===== config.mk =====
export PLATFORM = sky130hd
export DESIGN_NAME = panel_switch_scanner_flat
export DESIGN_NICKNAME = d
export VERILOG_FILES = /design/src/rtl/altair_panel_pkg.sv /design/src/rtl/panel_switch_scanner_if.sv /design/src/rtl/panel_switch_scanner_sync2.sv /design/src/rtl/panel_switch_scanner.sv /design/src/flat_wrapper.sv
export SDC_FILE = /design/constraint.sdc
export NUM_CORES = 1
export LEC_CHECK = 0
export CAP_MARGIN = 40
export CELL_PAD_IN_SITES_DETAIL_PLACEMENT = 1
export CELL_PAD_IN_SITES_GLOBAL_PLACEMENT = 2
export CORE_ASPECT_RATIO = 0.7
export CORE_UTILIZATION = 24
export CTS_CLUSTER_SIZE = 40
export DETAILED_ROUTE_END_ITERATION = 10
export PLACE_DENSITY_LB_ADDON = 0.15
export SYNTH_ARGS = -nofsm -noshare
export SYNTH_HDL_FRONTEND = slang
export SYNTH_SLANG_ARGS = --single-unit

===== constraint.sdc =====
create_clock -name clk -period 3.13 [get_ports clk]
set_clock_uncertainty 0.15 [all_clocks]
set_input_delay 0.626 -clock clk [delete_from_list [all_inputs] [get_ports clk]]
set_output_delay 0.626 -clock clk [all_outputs]
set_load 0.1 [all_outputs]

===== src/rtl/altair_panel_pkg.sv =====
// Shared definitions for the Altair front-panel input logic: event code
// layout, scanner FSM encoding and the hardware column limit.
package altair_panel_pkg;

    localparam int MAX_COLS     = 8;
    localparam int EV_WIDTH     = 8;
    localparam int EV_PRESS_BIT = 7;
    localparam int EV_COL_LSB   = 3;
    localparam int EV_ROW_LSB   = 0;

    typedef enum logic [2:0] {
        ST_IDLE   = 3'd0,
        ST_DRIVE  = 3'd1,
        ST_SAMPLE = 3'd2,
        ST_UPDATE = 3'd3,
        ST_EMIT   = 3'd4
    } scan_state_e;

    // Pack a key event: press flag, column and row; bit 6 stays zero.
    function automatic logic [EV_WIDTH-1:0] makeEvCode(input logic       press,
                                                       input logic [2:0] col,
                                                       input logic [2:0] row);
        logic [EV_WIDTH-1:0] code;
        code                      = '0;
        code[EV_PRESS_BIT]        = press;
        code[EV_COL_LSB +: 3]     = col;
        code[EV_ROW_LSB +: 3]     = row;
        return code;
    endfunction

endpackage


===== src/rtl/panel_switch_scanner_if.sv =====
// Press/release event stream from the switch scanner to the front-panel
// controller. The scanner is the master; the controller is the slave.
interface panel_switch_scanner_if;
    import altair_panel_pkg::*;

    logic                ev_valid;
    logic                ev_ready;
    logic [EV_WIDTH-1:0] ev_code;

    modport master (output ev_valid, output ev_code, input ev_ready);
    modport slave  (input ev_valid, input ev_code, output ev_ready);

endinterface


===== src/rtl/panel_switch_scanner_sync2.sv =====
// Two-flop synchronizer for the asynchronous sense lines.
module sync2 #(
    parameter int WIDTH = 8
) (
    input  logic             clk,
    input  logic             resetn,
    input  logic [WIDTH-1:0] i_d,
    output logic [WIDTH-1:0] o_q
);

    logic [WIDTH-1:0] r_meta;
    logic [WIDTH-1:0] r_sync;

    // Two register stages give a metastable first flop a full cycle to settle.
    always_ff @(posedge clk or negedge resetn) begin
        if (!resetn) begin
            r_meta <= '0;
            r_sync <= '0;
        end else begin
            r_meta <= i_d;
            r_sync <= r_meta;
        end
    end

    assign o_q = r_sync;

endmodule


===== src/rtl/panel_switch_scanner.sv =====
// Front-panel switch matrix scanner: strobes one open-drain column at a time,
// samples the eight active-low sense rows, debounces each column and reports
// committed changes both as a switch image and as a press/release event stream.
module panel_switch_scanner
    import altair_panel_pkg::*;
#(
    parameter int NCOL     = 4,
    parameter int SETTLE   = 64,
    parameter int DEBOUNCE = 4
) (
    input  logic                 clk,
    input  logic                 resetn,
    input  logic                 scan_en,
    output logic [7:0]           dir,
    input  logic [7:0]           sense,
    output logic [NCOL*8-1:0]    switches,
    output logic                 scan_busy,
    panel_switch_scanner_if.master ev
);

    localparam int          SW          = $clog2(SETTLE + 1);
    localparam logic [SW-1:0] SETTLE_LAST = SW'(SETTLE - 1);
    localparam logic [3:0]  DEB         = 4'(DEBOUNCE);
    localparam logic [2:0]  COL_LAST    = 3'(NCOL - 1);

    scan_state_e     r_state;
    scan_state_e     w_nextState;

    logic [2:0]      r_col;
    logic [2:0]      r_row;
    logic [SW-1:0]   r_settle;
    logic [7:0]      r_rowS;
    logic [7:0]      r_diff;
    logic [7:0]      r_cand   [MAX_COLS];
    logic [3:0]      r_cnt    [MAX_COLS];
    logic [7:0]      r_stable [MAX_COLS];

    logic [7:0]      w_senseSync;
    logic [7:0]      w_samp;
    logic [7:0]      w_colOneHot;
    logic [7:0]      w_newCand;
    logic [3:0]      w_newCnt;
    logic            w_commit;
    logic            w_rowDone;
    logic            w_advance;
    logic            w_evValid;
    logic [EV_WIDTH-1:0] w_evCode;

    sync2 #(.WIDTH(8)) u_senseSync (
        .clk    (clk),
        .resetn (resetn),
        .i_d    (sense),
        .o_q    (w_senseSync)
    );

    // Rows are pulled low when a key in the driven column is closed.
    assign w_samp      = ~w_senseSync;
    assign w_colOneHot = 8'b1 << r_col;

    genvar c;
    for (c = 0; c < NCOL; c++) begin : g_switches
        assign switches[c*8 +: 8] = r_stable[c];
    end

    // Debounce decision for the current column, used only in the UPDATE cycle.
    always_comb begin
        w_newCand = r_cand[r_col];
        w_newCnt  = 4'd1;
        if (r_rowS == r_cand[r_col]) begin
            w_newCnt = (r_cnt[r_col] >= DEB) ? DEB : r_cnt[r_col] + 4'd1;
        end else begin
            w_newCand = r_rowS;
        end
        w_commit = (w_newCnt >= DEB) && (w_newCand != r_stable[r_col]);
    end

    // Scanner state register.
    always_ff @(posedge clk or negedge resetn) begin
        if (!resetn) begin
            r_state <= ST_IDLE;
        end else begin
            r_state <= w_nextState;
        end
    end

    // Next-state and output decode; EMIT holds until the consumer takes the event.
    always_comb begin
        w_nextState = r_state;
        dir         = 8'h00;
        w_evValid   = 1'b0;
        w_evCode    = '0;
        w_rowDone   = 1'b0;
        w_advance   = 1'b0;
        case (r_state)
            ST_IDLE: begin
                if (scan_en) begin
                    w_nextState = ST_DRIVE;
                end
            end
            ST_DRIVE: begin
                dir = w_colOneHot;
                if (r_settle == SETTLE_LAST) begin
                    w_nextState = ST_SAMPLE;
                end
            end
            ST_SAMPLE: begin
                dir         = w_colOneHot;
                w_nextState = ST_UPDATE;
            end
            ST_UPDATE: begin
                if (w_commit) begin
                    w_nextState = ST_EMIT;
                end else begin
                    w_advance   = 1'b1;
                    w_nextState = scan_en ? ST_DRIVE : ST_IDLE;
                end
            end
            ST_EMIT: begin
                if (r_diff[r_row]) begin
                    w_evValid = 1'b1;
                    w_evCode  = makeEvCode(r_stable[r_col][r_row], r_col, r_row);
                    w_rowDone = ev.ev_ready;
                end else begin
                    w_rowDone = 1'b1;
                end
                if (w_rowDone && (r_row == 3'd7)) begin
                    w_advance   = 1'b1;
                    w_nextState = scan_en ? ST_DRIVE : ST_IDLE;
                end
            end
            default: begin
                w_nextState = ST_IDLE;
            end
        endcase
    end

    assign ev.ev_valid = w_evValid;
    assign ev.ev_code  = w_evCode;
    assign scan_busy   = (r_state != ST_IDLE);

    // Column datapath: settle timer, sample capture, debounce commit and row walk.
    always_ff @(posedge clk or negedge resetn) begin
        if (!resetn) begin
            r_col    <= 3'd0;
            r_row    <= 3'd0;
            r_settle <= '0;
            r_rowS   <= 8'h00;
            r_diff   <= 8'h00;
            for (int i = 0; i < MAX_COLS; i++) begin
                r_cand[i]   <= 8'h00;
                r_cnt[i]    <= 4'd0;
                r_stable[i] <= 8'h00;
            end
        end else begin
            case (r_state)
                ST_IDLE: begin
                    r_col    <= 3'd0;
                    r_settle <= '0;
                end
                ST_DRIVE: begin
                    if (r_settle != SETTLE_LAST) begin
                        r_settle <= r_settle + 1'b1;
                    end
                end
                ST_SAMPLE: begin
                    r_rowS <= w_samp;
                end
                ST_UPDATE: begin
                    r_cand[r_col] <= w_newCand;
                    r_cnt[r_col]  <= w_newCnt;
                    if (w_commit) begin
                        r_stable[r_col] <= w_newCand;
                        r_diff          <= w_newCand ^ r_stable[r_col];
                        r_row           <= 3'd0;
                    end
                end
                ST_EMIT: begin
                    if (w_rowDone && (r_row != 3'd7)) begin
                        r_row <= r_row + 3'd1;
                    end
                end
                default: begin
                end
            endcase
            if (w_advance) begin
                r_col    <= (r_col == COL_LAST) ? 3'd0 : r_col + 3'd1;
                r_settle <= '0;
            end
        end
    end

endmodule

===== src/flat_wrapper.sv =====
// flat-port wrapper written by rule: the top's interface ports become plain ports
module panel_switch_scanner_flat import altair_panel_pkg::*;
#(
    parameter int NCOL     = 4,
    parameter int SETTLE   = 64,
    parameter int DEBOUNCE = 4
)
  (clk, resetn, scan_en, dir, sense, switches, scan_busy, ev_ev_valid, ev_ev_code, ev_ev_ready);
  panel_switch_scanner_if ev_i ();
  input  logic clk;
  input  logic resetn;
  input  logic scan_en;
  output logic [7:0] dir;
  input  logic [7:0] sense;
  output logic [NCOL*8-1:0] switches;
  output logic scan_busy;
  output wire logic [$bits(ev_i.ev_valid)-1:0] ev_ev_valid;
  output wire logic [$bits(ev_i.ev_code)-1:0] ev_ev_code;
  input wire logic [$bits(ev_i.ev_ready)-1:0] ev_ev_ready;
  assign ev_ev_valid = ev_i.ev_valid;
  assign ev_ev_code = ev_i.ev_code;
  assign ev_i.ev_ready = ev_ev_ready;
  panel_switch_scanner #(.NCOL(NCOL), .SETTLE(SETTLE), .DEBOUNCE(DEBOUNCE)) u_core (.clk(clk), .resetn(resetn), .scan_en(scan_en), .dir(dir), .sense(sense), .switches(switches), .scan_busy(scan_busy), .ev(ev_i));
endmodule

==> impl_metrics.py <==
metrics = {
    "run_status": {
        "outcome": "complete, but fails checks",
        "violations": "negative setup slack",
    },
    "worst_setup_path": {
        "crit_path_end": "ev_ev_code[7]",
        "worstReg2RegStart": "u_core.r_col[2]$_DFFE_PN0P_",
        "crit_path_max_fanout": 6,
        "regToRegSetupSlack_ns": -0.47,
        "end_kind": "output pin",
        "worstPathRequired_ns": 2.35,
        "critical_path_class": "reg -> out",
        "worst_r2r_endpoint": "u_core.switches[14]$_DFFE_PN0P_",
        "arrival_ns": 2.97,
        "r2r_cells": 13,
        "crit_path_start_kind": "flip-flop",
        "critPathLaunch": "u_core.r_col[2]$_DFFE_PN0P_",
    },
    "global_routing": {
        "use_met2_pct": 22.2,
        "grt_overflow_total": 0,
        "antenna_found_initial": 0,
        "grt_use_total_pct": 15.4,
        "grt_pass1_vias": 7387,
        "grt.met3_usage_pct": 2.32,
        "grt_max_degree": 78,
        "grt-busiest-layer": "met1",
        "gr-usage-met1_pct": 24.1,
        "grt_pass1_wl_mm": 49.7,
    },
    "logic_synthesis": {
        "synth.avg_cell_area_sq_um": 13.3,
        "synthSimpleGateAreaFrac_pct": 7.92,
        "syn_nets": 787,
        "synth_xor_area_share_pct": 1.38,
        "syn_area_sq_um": 10200,
        "yosys_warnings": 0,
        "synth_top_area_share_pct": 51.2,
        "synthAdderAreaFrac_pct": 0.984,
        "synth.area.top_cells": "dfrtp_1, mux2_2, mux2_4",
        "muxShareOfSynthArea_pct": 27.5,
        "synth_edf_count": 0,
        "ys_seq_area_share_pct": 51.2,
        "synth_compound_gate_area_share_pct": 5.66,
        "synth_top_family_by_area": "multiplexers",
        "synth_top_cell_by_area": "dfrtp_1",
        "syn-instance-count": 767,
        "ys.flop_type": "dfrtp_1",
        "ys_ff_latch": 208,
        "ys_async_sr_fraction_pct": 100,
        "ys_types": 57,
    },
    "routing": {
        "dr.pass1.iters": 4,
        "routed_via_density": 4.51,
        "num_vias": 6638,
        "wire_per_inst_microns": 21.8,
        "drt_iter0_drc": 295,
        "drc": 0,
        "wl_mm": 32.1,
        "ant_nets": 0,
    },
    "timing": {
        "layout_min_cycle_time_ns": 3.75,
        "slew_headroom_pct": 52.6,
        "setup_viol": 87,
        "finalCritPeriodShare_pct": 120,
        "fin_ws_ns": -0.616,
        "hold_viol": 0,
        "timing.fmax_mhz": 267,
        "rsz0062_at_grt": "yes",
        "worst_slew_pin_slew_ns": 0.710,
        "setup_tns_ns": -32.29,
        "slew_violations": 0,
    },
    "pwr": {
        "netSwitchingPower_mw": 3.61,
        "ir_worst_vdd_mv": 0.333,
        "pwr-share-clk_pct": 27.5,
        "leakage_nw": 6.18,
        "intPower_mw": 6.33,
        "powerDensity_nw_per_um2": 735,
        "p_seq_share_pct": 34.4,
        "power_frac_comb_pct": 38.0,
        "swShare_pct": 36.3,
    },
    "job": {
        "maxCapViolations": 0,
    },
    "die": {
        "io_pins": 62,
        "start_util_pct": 24.6,
        "die_area_sq_um": 43200,
        "placementRows": 62,
        "coreArea_sq_um": 41400,
        "die-height_microns": 174,
        "die_w_microns": 248,
    },
    "place": {
        "dp_hpwl_mm": 22.6,
        "dp.cells": 1400,
        "portBuffers": 60,
        "gp_congestion": 0.762,
    },
    "clocking": {
        "root_buffer": "clkbuf_16",
        "clkLatencyLatePin_ns": 0.52,
        "htree_levels": 1,
        "cts.path.max_buffers": 3,
        "clk_pin_slew_ns": 0.06,
        "tritoncts.num_buffers": 25,
        "clkSinkCount": 208,
        "cts_tree": "yes",
    },
    "final_layout": {
        "diodes": 0,
        "fin_cells": 1471,
        "post_route_cells_drive_above_1_share_pct": 50.9,
        "area_growth_pct": 33.0,
        "finalNetCount": 930,
        "final_util_pct": 32.6,
    },
    "min_path": {
        "hold_class": "in -> async",
    },
}
[cell usage after synthesis, types with 3 or more instances]
cell type and n:
nand2b_1 3, nor2_1 34, buf_6 4, nor3_4 3, clkbuf_1 34, a221oi_1 5
nand2_1 29, inv_1 9, nor3_1 16, xor2_1 10, a21oi_1 26, o21ai_0 4
nor2b_1 11, buf_2 4, and2_1 16, a22oi_1 12, and3_1 10, mux2_4 38
buf_4 38, dfrtp_1 208, o31ai_1 5, nand3_1 3, mux2_2 126, nor2_8 5
ha_1 8, xnor2_1 6, mux4_2 15, o22ai_1 4, mux2i_1 47
[critical path, stage by stage, from the launching register on]
cell	delay (ns)
dfrtp_2	0.51
buf_12	0.19
mux2i_2	0.16
mux4_2	0.51
buf_6	0.14
mux4_2	0.49
nand2_1	0.09
and3_4	0.19
buf_12	0.17
[logic make-up (layout without fill, tap and decap cells)]
logic type,count (synthesis),after routing
AND/OR/NAND/NOR,138,138
XOR/XNOR,16,16
adder cells (fa/ha/maj),8,8
AO/OA/AOI/OAI,77,77
other,1,1
buffers and inverters,93,253
multiplexers,226,226
flip-flops,208,208
[per-layer routing]
| metal | up-vias | wire, microns |
|---|---|---|
| li1 | 2994 | - |
| met1 | 3531 | 16800 |
| met2 | 85 | 13800 |
| met3 | 28 | 1030 |
| met4 | 0 | 466 |
| met5 | - | 0 |
[power by group through the flow]
stage	clock [mW]	sequential, mW	combinational, mW
finish	2.74	3.42	3.78
global route	2.96	3.48	4.08
detailed placement	0	3.48	3.55
global placement	0	3.45	3.47
CTS	2.85	3.43	3.69
floorplan	0	3.28	2.13
[state kept, by name, indices dropped and copies added, names as in the netlist]
register / cells
u_core.r_cand: 64
u_core.r_cnt: 32
u_core.r_col: 3
u_core.r_diff: 8
u_core.r_row: 3
u_core.r_rowS: 8
u_core.r_settle: 7
u_core.r_stable: 32
u_core.r_state: 3
u_core.switches: 32
u_core.u_senseSync.o_q: 8
u_core.u_senseSync.r_meta: 8
[placed cells by master, fill, tap and decap left out, types with 4 or more instances in the layout]
master,count
nor3_1,13
o21ai_0,4
ha_1,8
clkinv_2,7
mux4_2,15
buf_4,138
a221oi_1,4
a21oi_1,23
nand2_1,25
clkdlybuf4s50_1,10
xnor2_1,5
mux2i_2,6
mux2_2,95
dfrtp_1,204
buf_12,33
xor2_1,10
and2_1,15
nor2_4,4
a22oi_1,10
and3_1,9
clkbuf_16,25
inv_1,9
mux2_4,69
dfrtp_2,4
nor2_1,28
clkbuf_8,6
nor2_8,5
clkbuf_1,6
mux2i_1,41
buf_6,14
nor2b_1,9
[layout make-up]
cell class	instances	area [sq um]
Clock buffer	36	717
Clock inverter	8	43.8
Fill cell	4391	27900
Inverter	10	37.5
Multi-Input combinational cell	466	4800
Sequential cell	208	5210
Tap cell	544	681
Timing Repair Buffer	199	2040
[through the flow]
stage,power (mW),worst slack (ns),hold WS (ns),cell area [sq um]
after floorplan,5.40,-0.731,0.180,10200
after global placement,6.92,-0.391,0.184,12100
after detailed placement,7.03,-0.444,0.189,12100
after CTS,9.97,-0.641,0.0166,13200
after global routing,10.5,-0.687,0.0270,13500
final,9.94,-0.616,0.00238,13500
[worst min-delay path by stage]
stage                                                 from                                  end  depth (start not counted)
global route                                        resetn       u_core.r_settle[3]$_DFFE_PN0P_                          1
detailed placement  u_core.u_senseSync.r_meta[3]$_DFF_PN0_  u_core.u_senseSync.o_q[3]$_DFF_PN0_                          0
global placement    u_core.u_senseSync.r_meta[5]$_DFF_PN0_  u_core.u_senseSync.o_q[5]$_DFF_PN0_                          0
CTS                                                 resetn       u_core.r_settle[3]$_DFFE_PN0P_                          1
floorplan                                           resetn         u_core.r_cand[0]$_DFFE_PN0P_                          0
finish                                              resetn       u_core.r_settle[4]$_DFFE_PN0P_                          1
[repair_timing]
| item | CTS | global route |
|---|---|---|
| setup buffers | 20 | 7 |
| cloned | 2 | 0 |
| setup endpoints to repair | 94 | 112 |
| pin swaps | 6 | 14 |
| gates resized for setup | 40 | 65 |
| hold buffers | 0 | 0 |
No activity file was read; power rests on OpenSTA's default activity.
